`src/rtl/cpu_pkg.sv`:
```
// Definitions shared between the lab3 CPU core and its launch sequencer.
package cpu_pkg;

   localparam int CPU_ADDR_W   = 8;
   localparam int LAUNCH_CNT_W = 16;

   typedef enum logic [2:0] {
      IDLE,
      LAUNCH,
      ARM,
      RUN,
      LOG,
      FINISH
   } launch_state_t;

endpackage

```
`src/rtl/launch_addr_tbl.sv`:
```
// Program start-address table: one synchronous write port, combinational read.
module launch_addr_tbl #(
   parameter int ADDR_W = 8,
   parameter int IDX_W  = 2
) (
   input  logic              clock_i,
   input  logic              reset_n_i,
   input  logic              wr_en_i,
   input  logic [IDX_W-1:0]  wr_idx_i,
   input  logic [ADDR_W-1:0] wr_addr_i,
   input  logic [IDX_W-1:0]  rd_idx_i,
   output logic [ADDR_W-1:0] rd_addr_o
);

   // Full power-of-two depth keeps indexing in range; entries past NUM_PROGS
   // are never read because the run count is clamped.
   localparam int DEPTH = 1 << IDX_W;

   logic [ADDR_W-1:0] r_tbl [DEPTH];

   always_ff @(posedge clock_i or negedge reset_n_i) begin
      if (!reset_n_i) begin
         for (int i = 0; i < DEPTH; i++) r_tbl[i] <= '0;
      end else if (wr_en_i) begin
         r_tbl[wr_idx_i] <= wr_addr_i;
      end
   end

   assign rd_addr_o = r_tbl[rd_idx_i];

endmodule

```
`src/rtl/cpu_launch_seq.sv`:
```
// Batch launcher for the lab3 CPU core: starts each table entry in turn,
// waits for the core's done level and reports cycles per program.
//
// state  | meaning
// IDLE   | waiting for go_i; table writes accepted
// LAUNCH | start pulse to the core with table[idx]
// ARM    | counting; waiting for a possibly stale done to drop
// RUN    | counting; waiting for done to rise
// LOG    | publish cycle count; advance idx or finish
// FINISH | batch_done pulse, back to IDLE
module cpu_launch_seq
   import cpu_pkg::*;
#(
   parameter int               NUM_PROGS  = 4,
   parameter int               ADDR_W     = CPU_ADDR_W,
   parameter int               CNT_W      = LAUNCH_CNT_W,
   parameter logic [CNT_W-1:0] MAX_CYCLES = {CNT_W{1'b1}},
   localparam int              IDX_W      = (NUM_PROGS > 1) ? $clog2(NUM_PROGS) : 1,
   localparam int              NUM_W      = $clog2(NUM_PROGS) + 1
) (
   input  logic              clock_i,
   input  logic              reset_n_i,
   input  logic              wr_en_i,
   input  logic [IDX_W-1:0]  wr_idx_i,
   input  logic [ADDR_W-1:0] wr_addr_i,
   input  logic [NUM_W-1:0]  num_i,
   input  logic              go_i,
   input  logic              done_i,
   output logic              start_o,
   output logic [ADDR_W-1:0] start_addr_o,
   output logic              busy_o,
   output logic [IDX_W-1:0]  prog_idx_o,
   output logic [CNT_W-1:0]  cycles_o,
   output logic              cycles_vld_o,
   output logic              batch_done_o,
   output logic              timeout_o
);

   launch_state_t     r_state, w_nxt;
   logic [NUM_W-1:0]  r_num;
   logic [IDX_W-1:0]  r_idx;
   logic [CNT_W-1:0]  r_cnt;
   logic [CNT_W-1:0]  r_cycles;
   logic              r_cycles_vld;
   logic              r_bd_zero;
   logic              r_timeout;
   logic [ADDR_W-1:0] r_addr_hold;
   logic [ADDR_W-1:0] w_rd_addr;
   logic [NUM_W-1:0]  w_num_clamp;
   logic              w_last;
   logic              w_tmo;
   logic              w_wr_en;

   assign w_wr_en     = wr_en_i && (r_state == IDLE);
   assign w_num_clamp = (num_i > NUM_W'(NUM_PROGS)) ? NUM_W'(NUM_PROGS) : num_i;
   assign w_last      = (NUM_W'(r_idx) == r_num - NUM_W'(1));
   assign w_tmo       = (r_cnt == MAX_CYCLES);

   launch_addr_tbl #(
      .ADDR_W (ADDR_W),
      .IDX_W  (IDX_W)
   ) u_tbl (
      .clock_i   (clock_i),
      .reset_n_i (reset_n_i),
      .wr_en_i   (w_wr_en),
      .wr_idx_i  (wr_idx_i),
      .wr_addr_i (wr_addr_i),
      .rd_idx_i  (r_idx),
      .rd_addr_o (w_rd_addr)
   );

   always_ff @(posedge clock_i or negedge reset_n_i) begin
      if (!reset_n_i) r_state <= IDLE;
      else            r_state <= w_nxt;
   end

   always_comb begin
      w_nxt = r_state;
      case (r_state)
         IDLE:    if (go_i && (num_i != '0)) w_nxt = LAUNCH;
         LAUNCH:  w_nxt = ARM;
         ARM:     if (w_tmo) w_nxt = FINISH; else if (!done_i) w_nxt = RUN;
         RUN:     if (w_tmo) w_nxt = FINISH; else if (done_i) w_nxt = LOG;
         LOG:     w_nxt = w_last ? FINISH : LAUNCH;
         FINISH:  w_nxt = IDLE;
         default: w_nxt = IDLE;
      endcase
   end

   // r_cnt holds the cycles elapsed since LAUNCH, the LAUNCH cycle included,
   // so its value in the LOG cycle is the reported program length.
   always_ff @(posedge clock_i or negedge reset_n_i) begin
      if (!reset_n_i) begin
         r_num        <= '0;
         r_idx        <= '0;
         r_cnt        <= '0;
         r_cycles     <= '0;
         r_cycles_vld <= 1'b0;
         r_bd_zero    <= 1'b0;
         r_timeout    <= 1'b0;
         r_addr_hold  <= '0;
      end else begin
         r_cycles_vld <= 1'b0;
         r_bd_zero    <= 1'b0;
         case (r_state)
            IDLE: begin
               if (go_i) begin
                  if (num_i != '0) begin
                     r_num     <= w_num_clamp;
                     r_idx     <= '0;
                     r_timeout <= 1'b0;
                  end else begin
                     r_bd_zero <= 1'b1;
                  end
               end
            end
            LAUNCH: begin
               r_cnt       <= CNT_W'(1);
               r_addr_hold <= w_rd_addr;
            end
            ARM, RUN: begin
               if (w_tmo)              r_timeout <= 1'b1;
               else if (r_cnt != '1)   r_cnt     <= r_cnt + CNT_W'(1);
            end
            LOG: begin
               r_cycles     <= r_cnt;
               r_cycles_vld <= 1'b1;
               if (!w_last) r_idx <= r_idx + IDX_W'(1);
            end
            default: ;
         endcase
      end
   end

   assign start_o      = (r_state == LAUNCH);
   assign start_addr_o = start_o ? w_rd_addr : r_addr_hold;
   assign busy_o       = (r_state != IDLE);
   assign prog_idx_o   = r_idx;
   assign cycles_o     = r_cycles;
   assign cycles_vld_o = r_cycles_vld;
   assign batch_done_o = (r_state == FINISH) || r_bd_zero;
   assign timeout_o    = r_timeout;

endmodule

```
`config.mk`:
```
export PLATFORM = sky130hd
export DESIGN_NAME = cpu_launch_seq
export DESIGN_NICKNAME = d
export VERILOG_FILES = /design/src/rtl/cpu_pkg.sv /design/src/rtl/launch_addr_tbl.sv /design/src/rtl/cpu_launch_seq.sv
export SDC_FILE = /design/constraint.sdc
export NUM_CORES = 1
export LEC_CHECK = 0
export ABC_AREA = 1
export BUFFER_PORTS_ARGS = -buffer_cell sky130_fd_sc_hd__buf_2
export CAP_MARGIN = 10
export CORE_MARGIN = 2
export CORE_UTILIZATION = 52
export CTS_CLUSTER_DIAMETER = 30
export DETAILED_ROUTE_END_ITERATION = 12
export PLACE_DENSITY = 0.75
export SETUP_SLACK_MARGIN = 0.5
export SLEW_MARGIN = 25
export SYNTH_ARGS = -nofsm -noshare
export SYNTH_HDL_FRONTEND = slang
export SYNTH_SLANG_ARGS = --single-unit
```
`constraint.sdc`:
```
create_clock -name clock_i -period 1.5 [get_ports clock_i]
set_input_delay 0.075 -clock clock_i [delete_from_list [all_inputs] [get_ports clock_i]]
set_output_delay 0.075 -clock clock_i [all_outputs]
set_load 0.005 [all_outputs]
```
==> run_results.csv <==
group,metric,value,unit
yosys,syn-num-nets,504,
clock_network,cts_buffers,9,
placed_design,gp_congestion,0.874,
yosys,synthAdderAreaFrac,0.00616,
floorplan,die_h,92.4,um
setup_path,critPathLaunchType,"flip-flop",
yosys,yosys.area_share.simple,0.214,
setup_path,worstPathArrival,1580,ps
pwr,vdd_drop_max,0.00130,V
placed_design,pre_cts_slack,-43.1,ps
routing,drc,0,
yosys,ys.flop_type,"dfrtp_1",
yosys,netlist_instances,484,
sta,period_share,1.11,
cells_and_area,antenna_cells,0,
setup_path,crit_required,1420,ps
floorplan,start_util,0.531,
yosys,ys_ff_latch,83,
placed_design,portBuffers,48,
sta,drv_slew,0,
yosys,synth_compound_area_frac,0.158,
status,outcome,"finished with violations",
cells_and_area,fin_cells,708,
clock_network,clockRootBuffer,"clkbuf_8",
sta,max_freq,0.603,GHz
routing,wire_per_inst,17.5,um
floorplan,num_rows,32,
routing,routed_wl,12.4,mm
setup_path,slowest_delay,430,ps
setup_path,path_class,"reg -> out",
sta,layout_setup_ws,-159,ps
clock_network,clock_latency,370,ps
setup_path,critPathCaptureType,"output pin",
floorplan,io_pins,49,
global_route,track_usage,0.272,
yosys,synth_xor_area_frac,0.0194,
sta,tightest_slew,514,ps
hold_path,hold_class,"in -> reg",
yosys,ys_seq_area_frac,0.511,
sta,setup_violations,46,
yosys,mappedNetlistArea,0.00406,mm2
pwr,powerDensity,1770,mW/mm2
pwr,report.power.total,10.4,mW
routing,dr.first_iter.drc_count,272,
routing,via_count,3946,
cells_and_area,fin_nets,621,
yosys,syn_avg_cell_area,8.39,um2
global_route,grt_first_pass_wirelength,18.1,mm
routing,first_pass_iters,5,
routing,ant_nets,0,
pwr,p_leak,2.74,nW
cells_and_area,fin_util,0.768,
clock_network,clkSinkCount,83,
floorplan,core_area,0.00765,mm2
cells_and_area,area_growth,44.5,%
global_route,grt_pass1_vias,3857,
setup_path,path_cells,"inv_2, nand2_4, nor2_4, buf_12, nand3_2, o21a_1, buf_2",
yosys,synth_top_family_by_area,"simple AND/OR/NAND/NOR gates",
global_route,overflow,0,
setup_path,crit_path_max_fanout,16,
yosys,ys_top_cells_by_area,"dfrtp_1 (51%), nand2_1 (9.5%), o21ai_0 (8.1%)",
yosys,async_reset_ff_frac,1.00,
yosys,ys_warn_count,0,
placed_design,placedCellCount,645,
global_route,grt_antenna_before_repair,0,
placed_design,dp_hpwl,6.36,mm
status,violations,"setup timing",
setup_path,slowest_stage,"dfrtp_2",
yosys,yosysMostFrequentCell,"nand2_1",
cells_and_area,drive_gt1_frac,0.404,
sta,report.final.hold_viol_count,0,
clock_network,clock_path_buffers,2,
yosys,synth_largest_area_cell,"dfrtp_1",
sta,slew-limit-headroom,0.657,
sta,min_period,1660,ps
floorplan,dieArea,0.00853,mm2
yosys,synth.distinct_cells,34,
job,drv_cap,0,
clock_network,cts_tree,"yes",
yosys,synth_edf_count,0,
clock_network,ctsHtreeMaxLevel,3,
floorplan,die_w,92.4,um
sta,grt_setup_unrepaired,"yes",
yosys,ys_top_cells_by_count,"nand2_1 (103), dfrtp_1 (83), o21ai_0 (66)",
sta,clock_skew,13.1,ps
yosys,yosysTopAreaCellShare,0.511,
yosys,synthMuxAreaShare,0,
clock_network,cts.reportedPaths.clkPinSlew,90,ps
global_route,grt_max_degree,37,
routing,routed_via_density,5.57,
sta,whs,28.9,ps
## cell usage in the layout (no fill, tap or decap), types with 4 or more instances in the layout
cell type | synthesis | final
nand2_1 | 103 | 78
dfrtp_1 | 83 | 76
inv_1 | 65 | 60
o21ai_1 | 8 | 49
buf_2 | 3 | 45
buf_4 | 1 | 35
o21ai_2 | 8 | 22
nand2_2 | 4 | 20
nand3_1 | 33 | 19
a21oi_1 | 21 | 17
buf_6 | 4 | 15
nor2_4 | 2 | 12
nand3_2 | 0 | 11
nor2_1 | 25 | 11
dlygate4sd3_1 | 0 | 11
o21ai_0 | 66 | 10
nand2_4 | 1 | 9
clkbuf_8 | 0 | 9
buf_12 | 0 | 9
o21a_1 | 8 | 8
xor2_1 | 8 | 8
inv_2 | 5 | 7
dfrtp_2 | 0 | 7
nand4_1 | 6 | 6
nor2_2 | 1 | 5
nand2_8 | 1 | 4
a21oi_2 | 1 | 4
nor3_4 | 4 | 4
bufinv_16 | 0 | 4
## logic make-up after synthesis
| group | Yosys count |
|---|---|
| simple gates | 187 |
| compound gates | 116 |
| buf+inv | 87 |
| flops | 83 |
| xor+xnor | 9 |
| fa+ha+maj | 2 |
## registers in the layout, summed over array words and instances (netlist names)
| register | cells |
|---|---|
| r_bd_zero | 1 |
| r_addr_hold | 8 |
| r_state | 3 |
| cycles_vld_o | 1 |
| cycles_o | 16 |
| r_cnt | 16 |
| prog_idx_o | 2 |
| timeout_o | 1 |
| r_num | 3 |
| u_tbl.r_tbl | 32 |
## worst paths after layout
| check | start | endpoint | slack [ps] | cells past startpoint |
|---|---|---|---|---|
| min in group asynchronous | reset_n_i | r_state[2] | 210 | 2 |
| max | r_state[1] | start_addr_o[2] | -160 | 7 |
| min reg2reg | r_addr_hold[7] | r_addr_hold[7] | 490 | 1 |
| max in group asynchronous | reset_n_i | r_cnt[3] | 740 | 3 |
| max reg2reg | r_state[1] | r_state[2] | -50 | 8 |
| min | num_i[2] | r_num[1] | 30 | 4 |
## timing repair
action / in CTS / in global routing
setup endpoints to repair: 95 / 99
gates resized for setup: 70 / 66
buffers inserted: 20 / 11
cloned: 3 / 2
pin swaps: 21 / 19
hold buffers: 11 / 0
endpoints found under the hold margin: 64 / 0
## layout make-up
| cell class | instances | area, um2 |
|---|---|---|
| Clock buffer | 10 | 128 |
| Clock inverter | 6 | 138 |
| Fill cell | 475 | 1780 |
| Inverter | 73 | 305 |
| Multi-Input combinational cell | 316 | 2080 |
| Sequential cell | 83 | 2090 |
| Tap cell | 102 | 128 |
| Timing Repair Buffer | 117 | 997 |
| Timing Repair inverter | 1 | 11.3 |
## where the power goes
group	switching [mW]	internal [mW]
clock	0.839	1.28
sequential	0.413	2.97
combinational	2.80	2.10
total	4.06	6.35
## metal layers
layer	vias up	routed length (um)	track usage
met5	-	0	0
met4	0	680	0.132
met3	62	820	0.0602
met2	212	6460	0.476
met1	1869	4410	0.317
li1	1803	-	-
## metrics by stage
stage	area (um2)	setup TNS, ps
3_3_place_gp	4700	0
6_report	5870	-1830
5_1_grt	5870	-5620
3_5_place_dp	4700	-43.1
2_1_floorplan	4200	0
4_1_cts	5510	-1670
## worst max-delay path, delay by kind of cell, from the launching register on
family          cells  cell delay (ps)
compound gates      1              130
simple gates        3              290
buf+inv             3              380
flops               1              430
No activity file was read; power rests on OpenSTA's default activity.
